**src/rtl/adc_capture_sequencer.sv**
```systemverilog
// ADC burst capture sequencer: IDLE/CAPTURE/DRAIN/DONE FSM feeding a first-word fall-through frame FIFO.
// Define ADC_SEQ_OVERRUN_ABORT_EN to end the capture phase on the first dropped frame.
module adc_capture_sequencer #(
  parameter int DATA_W     = 24,
  parameter int CNT_W      = 16,
  parameter int FIFO_DEPTH = 8
) (
  input  logic              clk,
  input  logic              i_reset,
  input  logic              i_start,
  input  logic              i_stop,
  input  logic [CNT_W-1:0]  i_num_samples,
  output logic              o_read_enable,
  input  logic              i_data_ready,
  input  logic [DATA_W-1:0] i_data_frame,
  output logic [DATA_W-1:0] o_data,
  output logic              o_valid,
  input  logic              i_ready,
  output logic              o_busy,
  output logic              o_done,
  output logic              o_overrun,
  output logic [CNT_W-1:0]  o_count
);
  localparam int AW = $clog2(FIFO_DEPTH);
  localparam logic [AW:0] FULL_CNT = (AW+1)'(FIFO_DEPTH);

  typedef enum logic [1:0] {S_IDLE, S_CAPTURE, S_DRAIN, S_DONE} state_t;

  state_t            r_state, w_state_nxt;
  logic [CNT_W-1:0]  r_count, r_n, w_cnt_inc;
  logic              r_overrun;
  logic [DATA_W-1:0] r_mem [FIFO_DEPTH];
  logic [AW-1:0]     r_wr_ptr, r_rd_ptr;
  logic [AW:0]       r_fill;
  logic              w_empty, w_full, w_pop, w_frame, w_push, w_drop, w_start_ok;

  assign w_empty    = (r_fill == '0);
  assign w_full     = (r_fill == FULL_CNT);
  assign w_pop      = !w_empty && i_ready;
  assign w_frame    = (r_state == S_CAPTURE) && i_data_ready;
  // a full FIFO still accepts a frame when the head leaves in the same cycle
  assign w_push     = w_frame && (!w_full || w_pop);
  assign w_drop     = w_frame && w_full && !w_pop;
  assign w_cnt_inc  = r_count + CNT_W'(1);
  assign w_start_ok = i_start && (i_num_samples != '0);

  assign o_data    = w_empty ? '0 : r_mem[r_rd_ptr];
  assign o_valid   = !w_empty;
  assign o_count   = r_count;
  assign o_overrun = r_overrun;

  always_ff @(posedge clk) begin
    if (w_push) r_mem[r_wr_ptr] <= i_data_frame;
  end

  always_ff @(posedge clk or posedge i_reset) begin
    if (i_reset) begin
      r_wr_ptr <= '0;
      r_rd_ptr <= '0;
      r_fill   <= '0;
    end else begin
      if (w_push) r_wr_ptr <= r_wr_ptr + AW'(1);
      if (w_pop)  r_rd_ptr <= r_rd_ptr + AW'(1);
      case ({w_push, w_pop})
        2'b10:   r_fill <= r_fill + (AW+1)'(1);
        2'b01:   r_fill <= r_fill - (AW+1)'(1);
        default: r_fill <= r_fill;
      endcase
    end
  end

  always_ff @(posedge clk or posedge i_reset) begin
    if (i_reset) begin
      r_state   <= S_IDLE;
      r_count   <= '0;
      r_n       <= '0;
      r_overrun <= 1'b0;
    end else begin
      r_state <= w_state_nxt;
      if (r_state == S_IDLE && w_start_ok) begin
        r_n       <= i_num_samples;
        r_count   <= '0;
        r_overrun <= 1'b0;
      end
      if (w_frame) r_count   <= w_cnt_inc;
      if (w_drop)  r_overrun <= 1'b1;
    end
  end

  always_comb begin
    w_state_nxt   = r_state;
    o_read_enable = 1'b0;
    o_busy        = 1'b0;
    o_done        = 1'b0;
    case (r_state)
      S_IDLE: if (w_start_ok) w_state_nxt = S_CAPTURE;
      S_CAPTURE: begin
        o_read_enable = 1'b1;
        o_busy        = 1'b1;
`ifdef ADC_SEQ_OVERRUN_ABORT_EN
        if (i_stop || (i_data_ready && w_cnt_inc == r_n) || w_drop) w_state_nxt = S_DRAIN;
`else
        if (i_stop || (i_data_ready && w_cnt_inc == r_n)) w_state_nxt = S_DRAIN;
`endif
      end
      S_DRAIN: begin
        o_busy = 1'b1;
        if (w_empty) w_state_nxt = S_DONE;
      end
      S_DONE: begin
        o_done      = 1'b1;
        w_state_nxt = S_IDLE;
      end
      default: w_state_nxt = S_IDLE;
    endcase
  end
endmodule

```
**config.mk**
```make
export PLATFORM = sky130hd
export DESIGN_NAME = adc_capture_sequencer
export DESIGN_NICKNAME = d
export VERILOG_FILES = /design/src/rtl/adc_capture_sequencer.sv
export SDC_FILE = /design/constraint.sdc
export NUM_CORES = 1
export LEC_CHECK = 0
export ABC_AREA = 1
export CAP_MARGIN = 10
export CELL_PAD_IN_SITES_DETAIL_PLACEMENT = 2
export CELL_PAD_IN_SITES_GLOBAL_PLACEMENT = 2
export CORE_UTILIZATION = 41
export CTS_CLUSTER_DIAMETER = 30
export CTS_CLUSTER_SIZE = 40
export DETAILED_ROUTE_END_ITERATION = 16
export PLACE_DENSITY = 0.94
export SETUP_SLACK_MARGIN = 0.02
export SYNTH_ARGS = -nofsm -noshare
export SYNTH_HDL_FRONTEND = slang
export SYNTH_SLANG_ARGS = --single-unit
```
**constraint.sdc**
```tcl
create_clock -name clk -period 8.65 [get_ports clk]
set_input_delay 0.865 -clock clk [delete_from_list [all_inputs] [get_ports clk]]
set_output_delay 0.865 -clock clk [all_outputs]
set_load 0.01 [all_outputs]
```
==> metrics.txt <==
status=complete, no violations; largest net degree at the start of global routing=slightly below 100; Crit path largest cell delay=between 700 and 800 ps; DRC errors left=0; pre-CTS setup slack=4560 ps; Area contributors post-synth=edfxtp_1, dfrtp_1, o21ai_0; wire per inst=30.3 um; sequential-to-total area share from yosys stat=68.2%; worst hold path type=reg -> reg; RSZ-0062 raised after global routing=false; Max FO, Critical Path=50; total power=5.20 mW; Buf/Inv on CP=4; Avg Cell Area, Syn=11.0 sq um; maximum VDD drop=0.247 mV; Yosys warnings=0; Final Hold Fails=0; Synth Flop Type=edfxtp_1; asr flop ratio synth=between 10% and 20%; die width=159 um; Core Rows=57; f_max=206 MHz; dpl hpwl=roughly 22 mm; leakage=4.85 nW; antenna fix cells=0; Critical Path AT=3980 ps; # resized after CTS=0; Ports=91; first-pass GRT wire length=63.6 mm; Placer Congestion=0.805; post-synthesis register bit count=237; CP Data Required Time=7790 ps; Port Buffers=90; Post-Syn Instances=916; Yosys cell types=31; crit-path cells=buf_4, inv_1, buf_4, o21ai_0, o22ai_1, o21ai_0, a31oi_1, clkdlybuf4s50_1; cell taking the most area after synthesis=edfxtp_1; Worst-path clk slew=50 ps; post-CTS setup buffer count=0; TritonCTS Sinks=~240; H-Tree Depth=2; post-route setup TNS=0 ps; Power Density=394 nW/um^2; final cycle utilization of the critical path=56.0%; final wirelength=42.3 mm; vias in the first global route=9468; CP Class=reg -> out; Routed Antenna Nets=0; Mapped Area=10100 sq um; Core Footprint=24200 sq um; number of synthesized flops with an enable pin=roughly 190; Fill cells=~2400; slowest CP cell=inv_1; Rel. slew slack=26.2%; vias per cell=between 5 and 6; die area=25300 sq um; Area growth syn-to-layout=30.7%; Die H=between 150 and 200 um; Max-Cap Viols=0; total nets after synthesis=972; Initial Util=41.7%; DR pass1 iterations=4; slew at the pin with the worst max-slew slack=1110 ps; setup ws final=3800 ps; fin nets=1086; Clock Skews=29.9 ps; grt total ovfl=0; TritonCTS Buffers=53; final-report max-slew violation count=0; CTS tree=done; CTS root buffer=clkbuf_16; layout cell share with drive strength beyond 1=between 10% and 20%; initial antenna violation count=0; cts hold-fix bufs=0; min cycle time layout=slightly below 5000 ps; Setup crit end kind=output pin; vias=8239; setup violators final=0; top cell type's share of synthesized area=57.0%; gr usage total=34.1%; drt first-iter violations=605; clock insertion delay at the later pin of the skew report=560 ps; crit start category=flop; critical path's top delay family=buffers and inverters; clock buffer depth=3
[per-layer routing]
metal / global-route usage [%] / part of all wire [%] / vias to the layer above
met5: 0 / 0 / -
li1: - / - / 3495
met2: 62.4 / 53 / 304
met3: 5.16 / 4.1 / 91
met4: 13.9 / 3.3 / 0
met1: 39.9 / 39 / 4349
[worst register-to-register path, stage by stage, from the launching register on]
cell     delay [ps]
dfrtp_1         430
inv_1           110
ha_1            240
nand2_1         490
inv_1           480
nand2_1         200
inv_1           180
nand2_1         220
nor2_2          710
buf_4           430
[per-stage QoR]
step	cell area, sq um	utilization [%]	instances	hold slack [ps]
2_1_floorplan	10100	-	916	451
3_3_place_gp	11400	46.9	1299	481
3_5_place_dp	11400	46.9	1299	494
4_1_cts	13200	54.5	1398	531
5_1_grt	13200	54.5	1398	552
6_report	13200	54.5	1398	541
[layout make-up]
class / count / area (sq um) / share of cell area [%]
Clock buffer: 57 / 1390 / 10.6
Clock inverter: 42 / 447 / 3.38
Inverter: 49 / 184 / 1.39
Multi-Input combinational cell: 587 / 2890 / 21.9
Sequential cell: 237 / 6890 / 52.2
Tap cell: 324 / 405 / 3.07
Timing Repair Buffer: 102 / 991 / 7.50
[placed cells by master, fill, tap and decap left out, types with 2 or more instances in the layout]
master           Yosys  routed
inv_2                0       2
nor4_1               5       5
buf_4                0      12
clkdlybuf4s50_1      0      90
inv_1               49      47
a21oi_1              2       2
inv_8                0       4
or2_2                2       2
nand2_2              4       4
clkinvlp_4           0       7
o21ai_0            140     140
xnor2_1              2       2
ha_1                 9       9
inv_6                0       8
a31oi_1             24      24
o22ai_1             34      34
nand3b_1             3       3
dfrtp_1             45      44
clkinv_4             0       5
xor2_1               7       7
nor2_1             170     162
clkbuf_16            0      55
edfxtp_1           192     192
clkinv_1             0       4
bufinv_16            0       6
nor2_4               4       6
nand2_1            125     125
clkinv_2             0       8
nor2_2               4      10
nand4_1             10      10
nand3_1             33      33
[path summary, 6_finish.rpt]
kind | startpoint | endpoint | slack, ps | cells after the start
max | r_rd_ptr[1] | o_data[1] | 3800 | 8
min | r_n[8] | r_n[8] | 540 | 2
min reg2reg | r_n[8] | r_n[8] | 540 | 2
min in group asynchronous | i_reset | o_count[9] | 950 | 2
max in group asynchronous | i_reset | r_rd_ptr[0] | 6960 | 2
max reg2reg | r_state[1] | r_mem[1][17] | 4820 | 9
[synth_stat cells (3+ instances only)]
library cell and n:
edfxtp_1 192, nor2_1 170, o21ai_0 140, nand2_1 125
inv_1 49, dfrtp_1 45, clkbuf_1 36, o22ai_1 34
nand3_1 33, a31oi_1 24, nand4_1 10, ha_1 9
buf_2 7, xor2_1 7, nor4_1 5, nand2_2 4
nor2_2 4, nor2_4 4, nand3b_1 3
[power by group]
group          internal (mW)  switching, mW
Combinational          0.559           1.07
Clock                   1.36          0.742
Sequential              1.36          0.100
[state kept, by name, summed over array words and instances (netlist names)]
register   cells
r_n           16
r_mem        192
r_wr_ptr       3
r_state        2
o_count       16
o_overrun      1
r_rd_ptr       3
r_fill         4
[logic make-up (layout without fill, tap and decap cells)]
kind of cell | after synthesis | in the layout | synth area share, %
adders and majority gates | 10 | 10 | 1.31
AOI/OAI and AO/OA | 204 | 204 | 10.9
DFF | 237 | 237 | 68.2
and+or+nand+nor | 362 | 362 | 15.0
xor gates and xnor gates | 10 | 10 | 1.00
buffers and inverters | 92 | 250 | 3.50
muxes | 1 | 1 | 0.111
No activity file was read; power rests on OpenSTA's default activity.
